File: config.mk
export PLATFORM = sky130hd
export DESIGN_NAME = control_sequencer
export DESIGN_NICKNAME = d
export VERILOG_FILES = /design/src/rtl/cpu_ctrl_pkg.sv /design/src/rtl/ctrl_decode.sv /design/src/rtl/control_sequencer.sv
export SDC_FILE = /design/constraint.sdc
export NUM_CORES = 1
export LEC_CHECK = 0
export CAP_MARGIN = 20
export CORE_ASPECT_RATIO = 0.7
export CORE_MARGIN = 2
export CORE_UTILIZATION = 42
export CTS_CLUSTER_DIAMETER = 40
export DETAILED_ROUTE_END_ITERATION = 16
export PLACE_DENSITY = 0.84
export SLEW_MARGIN = 20
export SYNTH_ARGS = -nofsm -noshare
export SYNTH_HDL_FRONTEND = slang
export SYNTH_SLANG_ARGS = --single-unit
File: constraint.sdc
create_clock -name clk -period 2.7 [get_ports clk]
set_input_delay 0.27 -clock clk [delete_from_list [all_inputs] [get_ports clk]]
set_output_delay 0.27 -clock clk [all_outputs]
set_load 0.02 [all_outputs]
File: src/rtl/cpu_ctrl_pkg.sv
// Shared constants for the single-bus CPU control unit: opcodes, ALU operations,
// sequencer states, instruction classes and the strobe bundle.
package cpu_ctrl_pkg;

  localparam logic [4:0] OP_LD   = 5'b00000;
  localparam logic [4:0] OP_ST   = 5'b00010;
  localparam logic [4:0] OP_ADD  = 5'b00011;
  localparam logic [4:0] OP_SUB  = 5'b00100;
  localparam logic [4:0] OP_AND  = 5'b00101;
  localparam logic [4:0] OP_OR   = 5'b00110;
  localparam logic [4:0] OP_ROR  = 5'b00111;
  localparam logic [4:0] OP_ROL  = 5'b01000;
  localparam logic [4:0] OP_SHR  = 5'b01001;
  localparam logic [4:0] OP_SHRA = 5'b01010;
  localparam logic [4:0] OP_SHL  = 5'b01011;
  localparam logic [4:0] OP_ADDI = 5'b01100;
  localparam logic [4:0] OP_ANDI = 5'b01101;
  localparam logic [4:0] OP_ORI  = 5'b01110;
  localparam logic [4:0] OP_MUL  = 5'b01111;
  localparam logic [4:0] OP_DIV  = 5'b10000;
  localparam logic [4:0] OP_NEG  = 5'b10001;
  localparam logic [4:0] OP_NOT  = 5'b10010;
  localparam logic [4:0] OP_BR   = 5'b10011;
  localparam logic [4:0] OP_MFHI = 5'b11000;
  localparam logic [4:0] OP_MFLO = 5'b11001;
  localparam logic [4:0] OP_NOP  = 5'b11010;
  localparam logic [4:0] OP_HALT = 5'b11011;

  // Zero is reserved for "no operation" so an idle alu_op is distinguishable.
  localparam logic [4:0] ALU_NONE = 5'd0;
  localparam logic [4:0] ALU_ADD  = 5'd1;
  localparam logic [4:0] ALU_SUB  = 5'd2;
  localparam logic [4:0] ALU_AND  = 5'd3;
  localparam logic [4:0] ALU_OR   = 5'd4;
  localparam logic [4:0] ALU_SHR  = 5'd5;
  localparam logic [4:0] ALU_SHRA = 5'd6;
  localparam logic [4:0] ALU_SHL  = 5'd7;
  localparam logic [4:0] ALU_ROR  = 5'd8;
  localparam logic [4:0] ALU_ROL  = 5'd9;
  localparam logic [4:0] ALU_MUL  = 5'd10;
  localparam logic [4:0] ALU_DIV  = 5'd11;
  localparam logic [4:0] ALU_NEG  = 5'd12;
  localparam logic [4:0] ALU_NOT  = 5'd13;

  typedef enum logic [3:0] {
    IDLE, T0, T1, T2, T3, T4, T5, T6, T7, HALT
  } state_e;

  typedef enum logic [3:0] {
    CLS_RTYPE, CLS_IMM, CLS_UNARY, CLS_LD, CLS_ST, CLS_BR,
    CLS_MFHI, CLS_MFLO, CLS_MULDIV, CLS_NOP, CLS_HALT, CLS_ILL
  } cls_e;

  typedef struct packed {
    logic pc_out;
    logic mar_in;
    logic inc_pc;
    logic pc_in;
    logic ir_in;
    logic mdr_in;
    logic mdr_out;
    logic md_read;
    logic mem_write;
    logic y_in;
    logic z_in;
    logic z_low_out;
    logic z_high_out;
    logic gra;
    logic grb;
    logic grc;
    logic r_in;
    logic r_out;
    logic ba_out;
    logic c_out;
    logic con_in;
    logic hi_in;
    logic lo_in;
    logic hi_out;
    logic lo_out;
  } strobes_t;

endpackage

File: src/rtl/ctrl_decode.sv
// Opcode -> instruction class and ALU operation. mul/div are decoded only when
// MUL_DIV_EN is defined; otherwise they fall into the illegal class.
module ctrl_decode
  import cpu_ctrl_pkg::*;
#(
  parameter int OPW  = 5,
  parameter int ALUW = 5
) (
  input  logic [OPW-1:0]  op,
  output cls_e            cls,
  output logic [ALUW-1:0] alu_op
);

  always_comb begin
    cls    = CLS_ILL;
    alu_op = ALUW'(ALU_NONE);
    case (op)
      OP_ADD:  begin cls = CLS_RTYPE; alu_op = ALUW'(ALU_ADD);  end
      OP_SUB:  begin cls = CLS_RTYPE; alu_op = ALUW'(ALU_SUB);  end
      OP_AND:  begin cls = CLS_RTYPE; alu_op = ALUW'(ALU_AND);  end
      OP_OR:   begin cls = CLS_RTYPE; alu_op = ALUW'(ALU_OR);   end
      OP_SHR:  begin cls = CLS_RTYPE; alu_op = ALUW'(ALU_SHR);  end
      OP_SHRA: begin cls = CLS_RTYPE; alu_op = ALUW'(ALU_SHRA); end
      OP_SHL:  begin cls = CLS_RTYPE; alu_op = ALUW'(ALU_SHL);  end
      OP_ROR:  begin cls = CLS_RTYPE; alu_op = ALUW'(ALU_ROR);  end
      OP_ROL:  begin cls = CLS_RTYPE; alu_op = ALUW'(ALU_ROL);  end
      OP_ADDI: begin cls = CLS_IMM;   alu_op = ALUW'(ALU_ADD);  end
      OP_ANDI: begin cls = CLS_IMM;   alu_op = ALUW'(ALU_AND);  end
      OP_ORI:  begin cls = CLS_IMM;   alu_op = ALUW'(ALU_OR);   end
      OP_NEG:  begin cls = CLS_UNARY; alu_op = ALUW'(ALU_NEG);  end
      OP_NOT:  begin cls = CLS_UNARY; alu_op = ALUW'(ALU_NOT);  end
      OP_LD:   cls = CLS_LD;
      OP_ST:   cls = CLS_ST;
      OP_BR:   cls = CLS_BR;
      OP_MFHI: cls = CLS_MFHI;
      OP_MFLO: cls = CLS_MFLO;
      OP_NOP:  cls = CLS_NOP;
      OP_HALT: cls = CLS_HALT;
`ifdef MUL_DIV_EN
      OP_MUL:  begin cls = CLS_MULDIV; alu_op = ALUW'(ALU_MUL); end
      OP_DIV:  begin cls = CLS_MULDIV; alu_op = ALUW'(ALU_DIV); end
`endif
      default: ;
    endcase
  end

endmodule

File: src/rtl/control_sequencer.sv
// Hardwired Moore control unit for the single-bus CPU: fetch (T0-T2), decode and
// execute (T3-T7), IDLE and HALT. Define MUL_DIV_EN to enable mul/div sequencing.
module control_sequencer
  import cpu_ctrl_pkg::*;
#(
  parameter int OPW  = 5,
  parameter int ALUW = 5
) (
  input  logic            clk,
  input  logic            clr,
  input  logic            run,
  input  logic [31:0]     ir,
  input  logic            mem_ready,
  input  logic            con_ff,
  output logic            pc_out,
  output logic            mar_in,
  output logic            inc_pc,
  output logic            pc_in,
  output logic            ir_in,
  output logic            mdr_in,
  output logic            mdr_out,
  output logic            md_read,
  output logic            mem_write,
  output logic            y_in,
  output logic            z_in,
  output logic            z_low_out,
  output logic            z_high_out,
  output logic            gra,
  output logic            grb,
  output logic            grc,
  output logic            r_in,
  output logic            r_out,
  output logic            ba_out,
  output logic            c_out,
  output logic            con_in,
  output logic            hi_in,
  output logic            lo_in,
  output logic            hi_out,
  output logic            lo_out,
  output logic [ALUW-1:0] alu_op,
  output logic            halted,
  output logic            illegal,
  output logic [3:0]      state_dbg
);

  // Memory handshake: mem_ready is looked at only in T1, ld T6 and st T7; the
  // state (and so every strobe) holds until mem_ready=1 is seen on a rising edge.

  state_e          state_q, state_d;
  logic [OPW-1:0]  op_q;
  logic [OPW-1:0]  dec_op;
  cls_e            cls;
  logic [ALUW-1:0] dec_alu;
  state_e          boundary;
  strobes_t        s;
  logic [ALUW-1:0] alu_sel;
  logic            ill_d;
  logic            hlt_d;
  logic            unused_ir;

  assign unused_ir = ^ir[31-OPW:0];

  // ir must be stable by T2: nop/halt skip execute straight from T2, and op_q
  // captures the opcode on the T2 exit edge so T3 onward depends only on registers.
  assign dec_op = (state_q == T2) ? ir[31:32-OPW] : op_q;

  ctrl_decode #(.OPW(OPW), .ALUW(ALUW)) u_decode (
    .op     (dec_op),
    .cls    (cls),
    .alu_op (dec_alu)
  );

  always_ff @(posedge clk or negedge clr) begin
    if (!clr) begin
      state_q <= IDLE;
      op_q    <= '0;
    end else begin
      state_q <= state_d;
      if (state_q == T2) op_q <= ir[31:32-OPW];
    end
  end

  assign boundary = run ? T0 : IDLE;

  always_comb begin
    state_d = state_q;
    case (state_q)
      IDLE: if (run) state_d = T0;
      T0:   state_d = T1;
      T1:   if (mem_ready) state_d = T2;
      T2: begin
        case (cls)
          CLS_NOP:  state_d = boundary;
          CLS_HALT: state_d = HALT;
          default:  state_d = T3;
        endcase
      end
      T3: begin
        case (cls)
          CLS_MFHI, CLS_MFLO, CLS_ILL, CLS_NOP, CLS_HALT: state_d = boundary;
          default: state_d = T4;
        endcase
      end
      T4: state_d = (cls == CLS_UNARY) ? boundary : T5;
      T5: state_d = (cls == CLS_RTYPE || cls == CLS_IMM) ? boundary : T6;
      T6: begin
        case (cls)
          CLS_LD:  if (mem_ready) state_d = T7;
          CLS_ST:  state_d = T7;
          default: state_d = boundary;
        endcase
      end
      T7: begin
        if (cls != CLS_ST || mem_ready) state_d = boundary;
      end
      HALT: state_d = HALT;
      default: state_d = IDLE;
    endcase
  end

  always_comb begin
    s       = '0;
    alu_sel = ALUW'(ALU_NONE);
    ill_d   = 1'b0;
    hlt_d   = 1'b0;
    case (state_q)
      T0: begin
        s.pc_out = 1'b1; s.mar_in = 1'b1; s.inc_pc = 1'b1; s.z_in = 1'b1;
        alu_sel  = ALUW'(ALU_ADD);
      end
      T1: begin s.z_low_out = 1'b1; s.pc_in = 1'b1; s.md_read = 1'b1; s.mdr_in = 1'b1; end
      T2: begin s.mdr_out = 1'b1; s.ir_in = 1'b1; end
      T3: begin
        case (cls)
          CLS_RTYPE, CLS_IMM: begin s.grb = 1'b1; s.r_out = 1'b1; s.y_in = 1'b1; end
          CLS_UNARY: begin
            s.grb = 1'b1; s.r_out = 1'b1; s.z_in = 1'b1; alu_sel = dec_alu;
          end
          CLS_LD, CLS_ST: begin s.grb = 1'b1; s.ba_out = 1'b1; s.y_in = 1'b1; end
          CLS_BR:     begin s.gra = 1'b1; s.r_out = 1'b1; s.con_in = 1'b1; end
          CLS_MFHI:   begin s.hi_out = 1'b1; s.gra = 1'b1; s.r_in = 1'b1; end
          CLS_MFLO:   begin s.lo_out = 1'b1; s.gra = 1'b1; s.r_in = 1'b1; end
          CLS_MULDIV: begin s.gra = 1'b1; s.r_out = 1'b1; s.y_in = 1'b1; end
          CLS_ILL:    ill_d = 1'b1;
          default: ;
        endcase
      end
      T4: begin
        case (cls)
          CLS_RTYPE: begin
            s.grc = 1'b1; s.r_out = 1'b1; s.z_in = 1'b1; alu_sel = dec_alu;
          end
          CLS_IMM:   begin s.c_out = 1'b1; s.z_in = 1'b1; alu_sel = dec_alu; end
          CLS_UNARY: begin s.z_low_out = 1'b1; s.gra = 1'b1; s.r_in = 1'b1; end
          CLS_LD, CLS_ST: begin
            s.c_out = 1'b1; s.z_in = 1'b1; alu_sel = ALUW'(ALU_ADD);
          end
          CLS_BR:    begin s.pc_out = 1'b1; s.y_in = 1'b1; end
          CLS_MULDIV: begin
            s.grb = 1'b1; s.r_out = 1'b1; s.z_in = 1'b1; alu_sel = dec_alu;
          end
          default: ;
        endcase
      end
      T5: begin
        case (cls)
          CLS_RTYPE, CLS_IMM: begin s.z_low_out = 1'b1; s.gra = 1'b1; s.r_in = 1'b1; end
          CLS_LD, CLS_ST:     begin s.z_low_out = 1'b1; s.mar_in = 1'b1; end
          CLS_BR: begin s.c_out = 1'b1; s.z_in = 1'b1; alu_sel = ALUW'(ALU_ADD); end
          CLS_MULDIV:         begin s.z_low_out = 1'b1; s.lo_in = 1'b1; end
          default: ;
        endcase
      end
      T6: begin
        case (cls)
          CLS_LD: begin s.md_read = 1'b1; s.mdr_in = 1'b1; end
          CLS_ST: begin s.gra = 1'b1; s.r_out = 1'b1; s.mdr_in = 1'b1; end
          // con_ff was loaded back in T3 and is stable by now.
          CLS_BR: begin s.z_low_out = con_ff; s.pc_in = con_ff; end
          CLS_MULDIV: begin s.z_high_out = 1'b1; s.hi_in = 1'b1; end
          default: ;
        endcase
      end
      T7: begin
        case (cls)
          CLS_LD: begin s.mdr_out = 1'b1; s.gra = 1'b1; s.r_in = 1'b1; end
          CLS_ST: s.mem_write = 1'b1;
          default: ;
        endcase
      end
      HALT: hlt_d = 1'b1;
      default: ;
    endcase
  end

  assign pc_out     = s.pc_out;
  assign mar_in     = s.mar_in;
  assign inc_pc     = s.inc_pc;
  assign pc_in      = s.pc_in;
  assign ir_in      = s.ir_in;
  assign mdr_in     = s.mdr_in;
  assign mdr_out    = s.mdr_out;
  assign md_read    = s.md_read;
  assign mem_write  = s.mem_write;
  assign y_in       = s.y_in;
  assign z_in       = s.z_in;
  assign z_low_out  = s.z_low_out;
  assign z_high_out = s.z_high_out;
  assign gra        = s.gra;
  assign grb        = s.grb;
  assign grc        = s.grc;
  assign r_in       = s.r_in;
  assign r_out      = s.r_out;
  assign ba_out     = s.ba_out;
  assign c_out      = s.c_out;
  assign con_in     = s.con_in;
  assign hi_in      = s.hi_in;
  assign lo_in      = s.lo_in;
  assign hi_out     = s.hi_out;
  assign lo_out     = s.lo_out;
  assign alu_op     = alu_sel;
  assign halted     = hlt_d;
  assign illegal    = ill_d;
  assign state_dbg  = state_q;

endmodule

==> results of run 1 <==
-- state kept, by name, indices dropped and copies added (netlist names) --
register	flops
state_dbg	4
op_q	5
-- cell families after synthesis --
group	Yosys count	synth area share, %
multiplexers	6	5.81
buffers and inverters	36	10.9
other	1	0.235
AND/OR/NAND/NOR	112	38.8
flip-flops	9	14.1
XOR/XNOR	2	1.10
AO/OA/AOI/OAI	69	29.0
-- repair_timing --
item / CTS / global route
gates resized for setup: 83 / 48
buffers inserted: 4 / 0
setup endpoints to repair: 21 / 25
pin swaps: 3 / 10
-- report_power, final --
| part | internal [mW] | switching (mW) | total, mW |
|---|---|---|---|
| logic | 1.31 | 1.73 | 3.04 |
| clock network | 0.102 | 0.0658 | 0.167 |
| registers | 0.202 | 0.0642 | 0.267 |
-- synthesized netlist by cell type (4+ instances only) --
cell       n  share of area (%)
nand2_1   23                5.4
nor2_1    20                4.7
a21oi_1   18                5.7
nand3_1   14                4.4
clkbuf_1  13                3.1
o21ai_0   11                3.5
inv_1     10                2.4
a31oi_1    9                3.5
dfrtp_1    9                 14
nor4_1     9                3.5
nor2b_1    8                3.1
nand2b_1   7                2.7
a211oi_1   5                2.4
and3_1     5                2.0
nor3_1     5                1.6
buf_4      4                1.9
-- worst paths after layout --
check / startpoint / end / slack [ns]
worst max-delay path: state_dbg[2]$_DFFE_PN0P_ / alu_op[2] / -0.14
worst min-delay path: clr / state_dbg[1]$_DFFE_PN0P_ / 0.34
worst max register to register: state_dbg[2]$_DFFE_PN0P_ / state_dbg[0]$_DFFE_PN0P_ / 0.15
worst min register to register: state_dbg[3]$_DFFE_PN0P_ / state_dbg[1]$_DFFE_PN0P_ / 0.68
max in group asynchronous: clr / op_q[0]$_DFF_PN0_ / 2.04
min in group clk: state_dbg[3]$_DFFE_PN0P_ / state_dbg[1]$_DFFE_PN0P_ / 0.68
-- area by class of cell --
cell class                      count  area (um2)  area share [%]
Multi-Input combinational cell    193        1370            49.7
Timing Repair Buffer              122         992            35.9
Sequential cell                     9         225            8.16
Inverter                           14        62.6            2.27
Tap cell                           50        62.6            2.27
Clock buffer                        3        41.3            1.50
Clock inverter                      1        5.00           0.181
-- through the flow --
stage	worst slack, ns	hold slack [ns]	cell area [um2]	power [mW]
after detailed placement	-0.386	0.593	2540	2.93
after global routing	-0.156	0.376	2760	3.64
after CTS	-0.0843	0.349	2660	3.22
after floorplan	0.0297	-0.0256	1610	1.68
after global placement	-0.360	0.599	2540	2.92
final	-0.137	0.345	2760	3.48
-- layer usage --
| metal | part of all wire [%] | up-vias | global-route usage, % | wire length, um |
|---|---|---|---|---|
| li1 | - | 1079 | - | - |
| met1 | 41 | 1108 | 48.6 | 3080 |
| met2 | 42 | 243 | 50.6 | 3190 |
| met3 | 14 | 39 | 9.31 | 1050 |
| met4 | 3.1 | 0 | 7.40 | 233 |
| met5 | 0 | - | 0 | 0 |
==> run summary, run 1 <==
Seq/Total Area, Yosys -> 14.1%
post-layout instance count excluding filler cells -> 392
synth warn -> 0
number of top-level pins -> 73
hold crit path type -> in2async
slowest CP cell -> dfrtp_1
Synth Cell Area -> 1590 um2
Clock Latency Late Sink -> 0.24 ns
commonest non-fill, non-tap cell in the layout -> buf_4
vias per cell -> 6.30
max-cap violation count -> 0
power per cell area -> 1260 nW/um2
port buffer count -> 41
Global Route Usage Sum -> 33.9%
routed len/inst -> 19.3 um
Layout fillers -> 247
peak supply drop -> 0.000917 V
drt drc -> 0
Max Freq -> 353 MHz
CTS Sinks -> 9
#FFs+latches synth -> 9
status -> complete, but fails checks
crit path DAT -> 2.57 ns
Critical Path Sink Type -> output pin
final setup violation count -> 5
Worst slew margin -> 62.1%
Antenna Diode Count -> 0
Placed Instances -> 384
initial antenna violation count -> 0
fin crit period -> 2.84 ns
Final Core Density -> 77.1%
Post-DP HPWL -> 5480 um
fin. max-slew vios -> 0
core area -> 3580 um2
CP startpoint kind -> flop
gpl congestion -> 0.988
Critical Path Fanout Max -> 6
Worst EP required -> 2.43 ns
overall die height -> 55.5 um
Final WS setup -> -0.137 ns
CP max stage delay -> 0.38 ns
critical path cell sequence -> nand4bb_1 -> buf_6 -> inv_8 -> mux2i_4 -> buf_6 -> inv_4 -> buf_4 -> o311ai_1 -> buf_4 -> a31oi_1 -> nor4_1 -> buf_2
CTS H-Tree Depth -> 1
CTS tree -> built
class of the most critical setup path -> reg2out
Setup TNS Final -> -0.367 ns
vias post-DR -> 2469
Worst-path clk slew -> 0.05 ns
Fin Clk Skew -> 0.00302 ns
CTS buffer count -> 3
Final Net Count -> 380
Layout area overhead -> 73.3%
crit-path leading delay family -> buffers and inverters
cell at the root of the clock tree -> clkbuf_8
total wire length -> 7550 um
ys flop type -> dfrtp_1
drt pass-1 iters -> 6
FF-to-FF path depth -> 11
die width -> 77.6 um
worst path buffer plus inverter count -> 7
ratio of cells with drive above 1 in the final layout -> 42.1%
Max Buffers Root-to-Sink -> 2
Avg Synthesized Cell Area -> 6.78 um2
Leakage -> 1.26 nW
Initial Utilization -> 44.5%
failing checks -> negative setup slack
GRT overflow -> 0
EDFF count, synth -> 0
num rows -> 18
Async S/R FF share, synth -> 100%
vias in the first global route -> 2206
full die area -> 4310 um2
Hold Fails Final Rpt -> 0
WP depth -> 12
hold buffers post-CTS -> 0
DRT antenna net count -> 0
iteration-0 DRC count of the detailed router -> 371
largest net degree at the start of global routing -> 14
RSZ-0062 raised after global routing -> yes
most frequent cells in the layout -> 79 x buf_4, 21 x nand2_1, 18 x clkdlybuf4s50_1
Slew @ Worst Pin -> 0.568 ns
period utilisation layout -> 105%
first-pass GRT wire length -> 11500 um
Synth Instances -> 235
Unique masters post-synth -> 62
No activity file was read; power rests on OpenSTA's default activity.
==> inputs of run 2 (changes only) <==
- GPL_ROUTABILITY_DRIVEN: not set -> 0
==> run summary, run 2 (same netlist as run 1, synthesis figures left out) <==
Clock Latency Late Sink -> 0.24 ns
FF-to-FF path depth -> 9
Critical Path Sink Type -> output pin
initial antenna violation count -> 0
Pint -> 1.73 mW
die width -> 77.6 um
Post-DP Area -> 2480 um2
full die area -> 4310 um2
port buffer count -> 41
Leakage -> 1.26 nW
period utilisation layout -> 106%
routed len/inst -> 22.8 um
DRT antenna net count -> 0
CTS buffer count -> 3
Layout area overhead -> 76.1%
max-cap violation count -> 0
Worst EP required -> 2.43 ns
clock network power share -> 4.3%
class of the most critical setup path -> reg2out
fin crit period -> 2.85 ns
Most flops, register -> op_q
CTS tree -> built
ratio of cells with drive above 1 in the final layout -> 44.2%
most frequent cells in the layout -> 78 x buf_4, 19 x nor2_1, 18 x nand2_1
CTS H-Tree Depth -> 1
cell at the root of the clock tree -> clkbuf_8
Critical Path Fanout Max -> 6
Final WS setup -> -0.151 ns
Seq pwr share -> 8.0%
total wire length -> 8890 um
num rows -> 18
hold crit path type -> in2async
core area -> 3580 um2
Global Route Usage Sum -> 34.1%
iteration-0 DRC count of the detailed router -> 518
drt pass-1 iters -> 9
Antenna Diode Count -> 0
crit path DAT -> 2.58 ns
power per cell area -> 1360 nW/um2
post-layout instance count excluding filler cells -> 389
Layout fillers -> 216
Placed Instances -> 376
Slew @ Worst Pin -> 0.631 ns
fin. max-slew vios -> 0
final instance area -> 2810 um2
number of top-level pins -> 73
Final Net Count -> 377
commonest non-fill, non-tap cell in the layout -> buf_4
Worst-path clk slew -> 0.05 ns
sw power -> 2.08 mW
final setup violation count -> 10
Fin Clk Skew -> 0.00500 ns
Final Core Density -> 78.3%
drt drc -> 0
largest net degree at the start of global routing -> 14
vias in the first global route -> 2277
CP startpoint kind -> flop
Largest register FFs -> 5
Hold Fails Final Rpt -> 0
CTS Sinks -> 9
peak supply drop -> 0.000939 V
overall die height -> 55.5 um
Max Freq -> 351 MHz
Max Buffers Root-to-Sink -> 2
Sw Share -> 54.7%
hold buffers post-CTS -> 0
failing checks -> negative setup slack
vias post-DR -> 2728
first-pass GRT wire length -> 11700 um
RSZ-0062 raised after global routing -> yes
GRT overflow -> 0
Comb power frac -> 87.8%
Worst slew margin -> 58.0%
Initial Utilization -> 44.5%
Post-DP HPWL -> 5140 um
vias per cell -> 7.01
status -> complete, but fails checks
==> run 2: changes by cell type in the layout (fill, tap and decap cells not counted), sizes merged, moves of 2 or more <==
cell / delta
buf: -2
clkdlybuf4s15: +2
dlygate4sd2: +3
dlymetal6s2s: -2
==> run 2: worst paths after layout <==
path                                     startpoint                       end  slack, ns
max                        state_dbg[2]$_DFFE_PN0P_                     r_out      -0.15
min reg2reg                state_dbg[3]$_DFFE_PN0P_  state_dbg[1]$_DFFE_PN0P_       0.81
min                                             clr  state_dbg[3]$_DFFE_PN0P_       0.34
max in group asynchronous                       clr         op_q[3]$_DFF_PN0_       2.04
max reg2reg                state_dbg[2]$_DFFE_PN0P_  state_dbg[0]$_DFFE_PN0P_       0.05
min in group clk                             ir[28]         op_q[1]$_DFF_PN0_       0.76
==> run 2: area by class of cell <==
cell class / instances / area [um2] / share of cell area [%]
Timing Repair Buffer: 119 / 988 / 35.2
Multi-Input combinational cell: 193 / 1430 / 50.8
Inverter: 14 / 57.6 / 2.05
Clock buffer: 4 / 45.0 / 1.61
Sequential cell: 9 / 225 / 8.03
Tap cell: 50 / 62.6 / 2.23
==> run 2: power by group through the flow <==
stage	Clock, mW	Sequential, mW	Combinational (mW)
floorplan	0	0.282	1.40
global placement	0	0.274	2.52
detailed placement	0	0.283	2.58
CTS	0.155	0.288	2.71
global route	0.166	0.301	3.44
finish	0.163	0.303	3.34
==> run 2: stage by stage <==
stage / setup WS (ns) / total power, mW / setup TNS [ns] / hold WS, ns
floorplan: 0.0297 / 1.68 / 0 / -0.0256
global route: -0.167 / 3.91 / -0.767 / 0.369
finish: -0.151 / 3.81 / -0.828 / 0.344
CTS: -0.141 / 3.15 / -0.157 / 0.353
global placement: -0.257 / 2.80 / -2.62 / 0.595
detailed placement: -0.437 / 2.86 / -3.89 / 0.595
==> run 2: metal layers <==
layer / global-route usage [%] / part of all wire, % / vias to the layer above / wire, um
li1: - / - / 1076 / -
met3: 10.8 / 15 / 106 / 1350
met5: 0 / 0 / - / 0
met4: 13.0 / 8.5 / 0 / 756
met2: 52.0 / 40 / 302 / 3540
met1: 44.9 / 36 / 1244 / 3230
==> run 2: what timing repair did <==
action / in CTS / in global routing
resized for setup: 91 / 52
endpoints found under the setup margin: 22 / 19
buffers inserted: 1 / 8
pin swaps: 5 / 12
cloned: 0 / 0
==> run 2: critical path: stages (launching register included) <==
cell       delay, ns
dfrtp_1         0.41
nand4bb_1       0.23
buf_6           0.18
inv_6           0.07
mux2i_4         0.32
inv_2           0.09
a21oi_2         0.16
o21ai_2         0.10
and3_4          0.16
or4b_4          0.48
buf_6           0.15
